$ cat src/rtl/ctrl_fsm.sv
// ---------------------------------------------------------------------------
// ctrl_fsm -- multi-cycle control unit for the 16-bit CPU.
//
// Sequences FETCH / DECODE / EXEC / MEM / WB, decodes the opcode held in the
// instruction register into an ALU operation plus datapath strobes, keeps the
// architectural {Z,C,N} flag register and resolves conditional branches.
// Every output is decoded from registered state (state, ir_q, flag_q), so
// there is no combinational path from instr or alu_flag to any output.
//
// Ports
//   clk        in   1   clock, rising edge
//   rst_n      in   1   asynchronous active-low reset
//   start      in   1   leave IDLE/HALT and begin fetching
//   instr      in   DW  instruction memory read data, sampled in FETCH
//   alu_flag   in   3   ALU flags {Z,C,N}, sampled at the end of EXEC
//   alucontrol out  4   ALU operation code (0 outside EXEC/MEM/WB)
//   srcb_imm   out  1   ALU operand B select: 1 immediate, 0 register
//   ir_q       out  DW  instruction register
//   pc_inc     out  1   PC += 1 strobe (FETCH)
//   pc_load    out  1   PC <= ALU result strobe (jump / taken branch)
//   reg_we     out  1   register file write strobe (WB)
//   wb_sel     out  1   writeback source: 0 ALU, 1 memory
//   mem_we     out  1   data memory write enable (MEM of STORE)
//   flag_q     out  3   architectural flags {Z,C,N}
//   halted     out  1   high while in HALT
// ---------------------------------------------------------------------------
module ctrl_fsm #(
  parameter int DW       = 16,
  parameter int OPW      = 5,
  parameter int MEM_WAIT = 0
) (
  input  logic          clk,
  input  logic          rst_n,
  input  logic          start,
  input  logic [DW-1:0] instr,
  input  logic [2:0]    alu_flag,
  output logic [3:0]    alucontrol,
  output logic          srcb_imm,
  output logic [DW-1:0] ir_q,
  output logic          pc_inc,
  output logic          pc_load,
  output logic          reg_we,
  output logic          wb_sel,
  output logic          mem_we,
  output logic [2:0]    flag_q,
  output logic          halted
);

  localparam logic [OPW-1:0] OP_NOP   = 5'b00000;
  localparam logic [OPW-1:0] OP_HALT  = 5'b00001;
  localparam logic [OPW-1:0] OP_LOAD  = 5'b00010;
  localparam logic [OPW-1:0] OP_STORE = 5'b00011;
  localparam logic [OPW-1:0] OP_LDIH  = 5'b00100;
  localparam logic [OPW-1:0] OP_ADD   = 5'b00101;
  localparam logic [OPW-1:0] OP_ADDI  = 5'b00110;
  localparam logic [OPW-1:0] OP_ADDC  = 5'b00111;
  localparam logic [OPW-1:0] OP_SUB   = 5'b01000;
  localparam logic [OPW-1:0] OP_SUBI  = 5'b01001;
  localparam logic [OPW-1:0] OP_SUBC  = 5'b01010;
  localparam logic [OPW-1:0] OP_CMP   = 5'b01011;
  localparam logic [OPW-1:0] OP_AND   = 5'b01100;
  localparam logic [OPW-1:0] OP_OR    = 5'b01101;
  localparam logic [OPW-1:0] OP_XOR   = 5'b01110;
  localparam logic [OPW-1:0] OP_SLL   = 5'b01111;
  localparam logic [OPW-1:0] OP_SRL   = 5'b10000;
  localparam logic [OPW-1:0] OP_SLA   = 5'b10001;
  localparam logic [OPW-1:0] OP_SRA   = 5'b10010;
  localparam logic [OPW-1:0] OP_JUMP  = 5'b11000;
  localparam logic [OPW-1:0] OP_JMPR  = 5'b11001;
  localparam logic [OPW-1:0] OP_BZ    = 5'b11010;
  localparam logic [OPW-1:0] OP_BNZ   = 5'b11011;
  localparam logic [OPW-1:0] OP_BN    = 5'b11100;
  localparam logic [OPW-1:0] OP_BNN   = 5'b11101;
  localparam logic [OPW-1:0] OP_BC    = 5'b11110;
  localparam logic [OPW-1:0] OP_BNC   = 5'b11111;

  localparam logic [3:0] MEM_WAIT_C = 4'(MEM_WAIT);

  typedef enum logic [2:0] {
    S_IDLE   = 3'd0,
    S_FETCH  = 3'd1,
    S_DECODE = 3'd2,
    S_EXEC   = 3'd3,
    S_MEM    = 3'd4,
    S_WB     = 3'd5,
    S_HALT   = 3'd6
  } state_t;

  state_t         state_reg, state_next;
  logic [3:0]     wait_cnt_reg;
  logic [OPW-1:0] opcode;

  // Decoded view of ir_q
  logic [3:0] ac_dec;
  logic       imm_dec;
  logic       is_halt, is_nop, is_cmp, is_jump, is_branch;
  logic       is_load, is_store, is_carry;
  logic       br_taken;

  assign opcode = ir_q[DW-1 -: OPW];

  // -------------------------------------------------------------------------
  // Opcode decode (pure function of ir_q)
  // -------------------------------------------------------------------------
  always_comb begin
    ac_dec    = 4'b0000;
    imm_dec   = 1'b0;
    is_halt   = 1'b0;
    is_nop    = 1'b0;
    is_cmp    = 1'b0;
    is_jump   = 1'b0;
    is_branch = 1'b0;
    is_load   = 1'b0;
    is_store  = 1'b0;
    is_carry  = 1'b0;
    case (opcode)
      OP_NOP:   is_nop = 1'b1;
      OP_HALT:  is_halt = 1'b1;
      OP_LOAD:  begin ac_dec = 4'b0001; imm_dec = 1'b1; is_load  = 1'b1; end
      OP_STORE: begin ac_dec = 4'b0001; imm_dec = 1'b1; is_store = 1'b1; end
      OP_LDIH:  begin ac_dec = 4'b1101; imm_dec = 1'b1; is_carry = 1'b1; end
      OP_ADD:   begin ac_dec = 4'b0001;                 is_carry = 1'b1; end
      OP_ADDI:  begin ac_dec = 4'b0001; imm_dec = 1'b1; is_carry = 1'b1; end
      OP_ADDC:  begin ac_dec = 4'b1010;                 is_carry = 1'b1; end
      OP_SUB:   begin ac_dec = 4'b0010;                 is_carry = 1'b1; end
      OP_SUBI:  begin ac_dec = 4'b0010; imm_dec = 1'b1; is_carry = 1'b1; end
      OP_SUBC:  begin ac_dec = 4'b1011;                 is_carry = 1'b1; end
      OP_CMP:   begin ac_dec = 4'b1100;                 is_cmp   = 1'b1; end
      OP_AND:   ac_dec = 4'b0011;
      OP_OR:    ac_dec = 4'b0100;
      OP_XOR:   ac_dec = 4'b0101;
      OP_SLL:   begin ac_dec = 4'b0110; imm_dec = 1'b1; end
      OP_SRL:   begin ac_dec = 4'b0111; imm_dec = 1'b1; end
      OP_SLA:   begin ac_dec = 4'b1000; imm_dec = 1'b1; end
      OP_SRA:   begin ac_dec = 4'b1001; imm_dec = 1'b1; end
      OP_JUMP, OP_JMPR: begin
        ac_dec = 4'b1110; imm_dec = 1'b1; is_jump = 1'b1;
      end
      OP_BZ, OP_BNZ, OP_BN, OP_BNN, OP_BC, OP_BNC: begin
        ac_dec = 4'b1110; imm_dec = 1'b1; is_branch = 1'b1;
      end
      default:  is_nop = 1'b1;  // unassigned opcodes retire like NOP
    endcase
  end

  // Branch condition on the architectural flags {Z,C,N}
  always_comb begin
    br_taken = 1'b0;
    case (opcode)
      OP_BZ:   br_taken =  flag_q[2];
      OP_BNZ:  br_taken = ~flag_q[2];
      OP_BN:   br_taken =  flag_q[0];
      OP_BNN:  br_taken = ~flag_q[0];
      OP_BC:   br_taken =  flag_q[1];
      OP_BNC:  br_taken = ~flag_q[1];
      default: br_taken = 1'b0;
    endcase
  end

  // -------------------------------------------------------------------------
  // State register
  // -------------------------------------------------------------------------
  always_ff @(posedge clk or negedge rst_n) begin
    if (!rst_n) state_reg <= S_IDLE;
    else        state_reg <= state_next;
  end

  // Instruction register, flags and MEM wait counter
  always_ff @(posedge clk or negedge rst_n) begin
    if (!rst_n) begin
      ir_q         <= '0;
      flag_q       <= 3'b000;
      wait_cnt_reg <= 4'd0;
    end else begin
      if (state_reg == S_FETCH) ir_q <= instr;
      if (state_reg == S_EXEC) begin
        // CMP owns all three flags; arithmetic only refreshes carry so the
        // carry chain survives logic/shift/memory instructions.
        if (is_cmp)        flag_q    <= alu_flag;
        else if (is_carry) flag_q[1] <= alu_flag[1];
        wait_cnt_reg <= 4'd0;
      end else if (state_reg == S_MEM && wait_cnt_reg < MEM_WAIT_C) begin
        wait_cnt_reg <= wait_cnt_reg + 4'd1;
      end
    end
  end

  // -------------------------------------------------------------------------
  // Next-state logic
  // -------------------------------------------------------------------------
  always_comb begin
    state_next = state_reg;
    case (state_reg)
      S_IDLE:   if (start) state_next = S_FETCH;
      S_FETCH:  state_next = S_DECODE;
      S_DECODE: begin
        if (is_halt)     state_next = S_HALT;
        else if (is_nop) state_next = S_FETCH;
        else             state_next = S_EXEC;
      end
      S_EXEC: begin
        if (is_cmp || is_jump || is_branch) state_next = S_FETCH;
        else if (is_load || is_store)       state_next = S_MEM;
        else                                state_next = S_WB;
      end
      S_MEM: begin
        if (wait_cnt_reg < MEM_WAIT_C) state_next = S_MEM;
        else if (is_store)             state_next = S_FETCH;
        else                           state_next = S_WB;
      end
      S_WB:     state_next = S_FETCH;
      S_HALT:   if (start) state_next = S_FETCH;
      default:  state_next = S_IDLE;
    endcase
  end

  // -------------------------------------------------------------------------
  // Output decode
  // -------------------------------------------------------------------------
  always_comb begin
    logic in_alu;
    in_alu     = (state_reg == S_EXEC) || (state_reg == S_MEM) || (state_reg == S_WB);
    alucontrol = in_alu ? ac_dec : 4'b0000;
    srcb_imm   = in_alu & imm_dec;
    pc_inc     = (state_reg == S_FETCH);
    pc_load    = (state_reg == S_EXEC) & (is_jump | (is_branch & br_taken));
    reg_we     = (state_reg == S_WB);
    wb_sel     = (state_reg == S_WB) & is_load;
    mem_we     = (state_reg == S_MEM) & is_store;
    halted     = (state_reg == S_HALT);
  end

endmodule

$ cat config.mk
export PLATFORM = sky130hd
export DESIGN_NAME = ctrl_fsm
export DESIGN_NICKNAME = d
export VERILOG_FILES = /design/src/rtl/ctrl_fsm.sv
export SDC_FILE = /design/constraint.sdc
export NUM_CORES = 1
export LEC_CHECK = 0
export CORE_ASPECT_RATIO = 0.6
export CORE_MARGIN = 2
export CORE_UTILIZATION = 30
export DETAILED_ROUTE_END_ITERATION = 16
export PLACE_DENSITY = 0.58
export SYNTH_ARGS = -nofsm -noshare
export SYNTH_HDL_FRONTEND = slang
export SYNTH_SLANG_ARGS = --single-unit
$ cat constraint.sdc
create_clock -name clk -period 2.5 [get_ports clk]
set_input_delay 0.25 -clock clk [delete_from_list [all_inputs] [get_ports clk]]
set_output_delay 0.25 -clock clk [all_outputs]
set_load 0.01 [all_outputs]
==> metrics.cfg <==
[run_status]
status = finished, final reports clean

[setup_path]
crit_required_ns = 2.25
end_kind = output pin
critPathKind = flop to output pin
cp-start-kind = flop
worst-path-max-fanout = 7
r2r_slack_ns = 0.68
r2r_start = ir_q[11]$_DFFE_PN0P_
reg2reg_to = flag_q[2]$_DFFE_PN0P_
rr_worst_depth = 5
arrival_ns = 2.16

[die]
core-area_um2 = 4120
dieArea_um2 = 4880
start_util_pct = 31.5
die_y_um = 54.9
rows = 18
fp.dieW_um = 88.9
ios = 52

[clock_network]
clock-sinks = 22
clk_latency_ns = 0.27
cts_tree = built
cts.clk_slew.worst_paths_ns = 0.07
numCtsBuffers = 3
htreeDepth = 1
root_buffer = clkbuf_8
clockBufferDepth = 2
holdBufCountCts = 0

[timing]
worstMarginPinSlew_ns = 0.568
slew_headroom_pct = 62.1
tns_ns = 0
period_share_pct = 96.3
hold_viol_final = 0
timing.final.max_slew_violations = 0
layout_min_cycle_time_ns = 2.41
fin_ws_ns = 0.0931
hold_ws_ns = 0.327
fmax_ghz = 0.415
rsz0062_at_grt = false
final-setup-viol-count = 0
clock_skew_ns = 0.00182

[yosys]
ys.flop_type = dfrtp_1
netlist-cell-type-count = 37
yosys_warnings = 0
async_flop_share_pct = 100
syn-num-nets = 156
yosysSeqAreaShare_pct = 42.5
synth_area_um2 = 1300
syn-mean-instance-area_um2 = 9.67
syn_inst = 134
synth_enable_flop_cells = 0
ys_ff_latch = 22

[power_and_ir_drop]
ir_worst_vdd_mv = 0.644
p_switching_mw = 1.05
pwr-share-comb_pct = 59.9
total_power_mw = 2.56
pwr-share-clk_pct = 8.7
leakage_nw = 0.741
p_int_mw = 1.51
switching_share_pct = 41.0
p_per_area_nw_per_um2 = 1350
p_seq_share_pct = 31.4

[global_routing]
grt_max_degree = 23
grt_pass1_wl_um = 5780
grt_usage_pct = 16.2
antenna_found_initial = 0
grt_pass1_vias = 1150
grt-ovfl-total = 0

[route]
postRouteAntennaNets = 0
via_count = 1189
drcViolationCount = 0
drtIter0Drc = 135
drtPass1Iterations = 4
routed_wl_um = 3470
wire_per_inst_um = 14.4
post_drt_via_cell_ratio = 4.93

[placed_design]
gp_congestion = 0.824
dp_hpwl_um = 2630
io_buffers = 51
post-place-ws_ns = 0.337

[final_layout]
area_growth_pct = 46.9
largest_reg_flops = 16
drive_gt1_share_pct = 17.7
fillers = 382
nNetsFinal = 205
antenna_cells_inserted = 0

[job]
drv_cap = 0

[hold_path]
worstHoldPathType = input port to asynchronous set/reset pin

==> stage by stage <==
stage | util (%) | instance area, um^2 | instances
detailed placement | 45.0 | 1850 | 238
floorplan | - | 1300 | 134
global route | 46.2 | 1900 | 241
global placement | 45.0 | 1850 | 238
CTS | 46.0 | 1890 | 241
finish | 46.2 | 1900 | 241
==> cell families after synthesis <==
| kind of cell | after synthesis | share of synthesized area, % |
|---|---|---|
| xor gates and xnor gates | 4 | 2.70 |
| DFF | 22 | 42.5 |
| muxes | 17 | 15.3 |
| and+or+nand+nor | 43 | 17.0 |
| buffers and inverters | 17 | 7.24 |
| AOI/OAI and AO/OA | 31 | 15.3 |
==> power by group through the flow <==
stage	Sequential, mW	Clock, mW	Combinational (mW)
floorplan	0.723	0	0.962
global placement	0.782	0	1.52
detailed placement	0.802	0	1.53
CTS	0.796	0.232	1.54
global route	0.851	0.248	1.68
finish	0.805	0.223	1.53
==> how the worst max path moves through the flow <==
| stage | from | end | slack, ns | depth (start not counted) |
|---|---|---|---|---|
| global placement | ir_q[12]$_DFFE_PN0P_ | alucontrol[0] | 0.43 | 5 |
| detailed placement | ir_q[12]$_DFFE_PN0P_ | alucontrol[0] | 0.34 | 5 |
| floorplan | ir_q[13]$_DFFE_PN0P_ | srcb_imm | 0.85 | 4 |
| global route | ir_q[11]$_DFFE_PN0P_ | alucontrol[1] | 0.04 | 5 |
| finish | state_reg[1]$_DFFE_PN0P_ | alucontrol[2] | 0.09 | 5 |
| CTS | ir_q[12]$_DFFE_PN0P_ | alucontrol[0] | 0.02 | 5 |
==> worst max-delay path, cell delays in order (launching register included) <==
cell	delay (ns)
dfrtp_1	0.47
and2b_1	0.25
a21oi_1	0.46
a21oi_1	0.09
o21a_1	0.14
clkdlybuf4s50_1	0.47
==> cell type report <==
class | count | area, um^2 | share of cell area (%)
repair buffers | 57 | 556 | 29.2
clock buffers | 3 | 41.3 | 2.17
multi-input cells | 95 | 663 | 34.8
flip-flops and latches | 22 | 554 | 29.1
well taps | 60 | 75.1 | 3.94
inverters | 4 | 15.0 | 0.788
==> layout by cell type, fill, tap and decap left out, drive strengths merged <==
cell            n
o21ai           8
or2b            1
a211oi          1
nand3           3
xnor2           3
o31ai           1
o221ai          1
clkdlybuf4s50  51
or4             1
a2111o          1
nand2          12
and3            1
nor2b           1
buf             6
clkbuf          3
dfrtp          22
mux2           16
a221o           1
mux2i           1
a211o           2
a2111oi         1
a21oi          10
xor2            1
o2bb2ai         1
a311oi          1
nor3b           1
and2b           3
nand4           2
inv             4
o21a            1
nor3            8
and2            1
or3             1
nor2            8
a31oi           2
==> Yosys cell counts, types with 2 or more instances <==
master	number	area share (%)
xnor2_1	3	2.0
o21ai_0	8	3.1
buf_2	6	2.3
clkbuf_1	4	1.2
buf_6	3	2.6
mux2_4	2	2.3
nand2_1	11	3.2
and2b_1	3	1.7
a21oi_1	10	3.9
a31oi_1	2	0.97
a211o_1	2	1.4
nand4_1	2	0.97
dfrtp_1	22	42
nand3_1	3	1.2
inv_1	4	1.2
mux2_2	14	12
nor2_1	8	2.3
nor3_1	8	3.1
==> per-layer routing <==
layer	routed length [um]	global-route usage, %
met5	0	0
met3	254	5.79
met1	1600	21.5
met4	42	5.81
met2	1580	24.6
==> repair_timing <==
action	4_1_cts	5_1_grt
buffers inserted	0	0
resized for setup	0	5
endpoints found under the setup margin	0	7
Note: power is estimated with default switching activity, not from simulation.
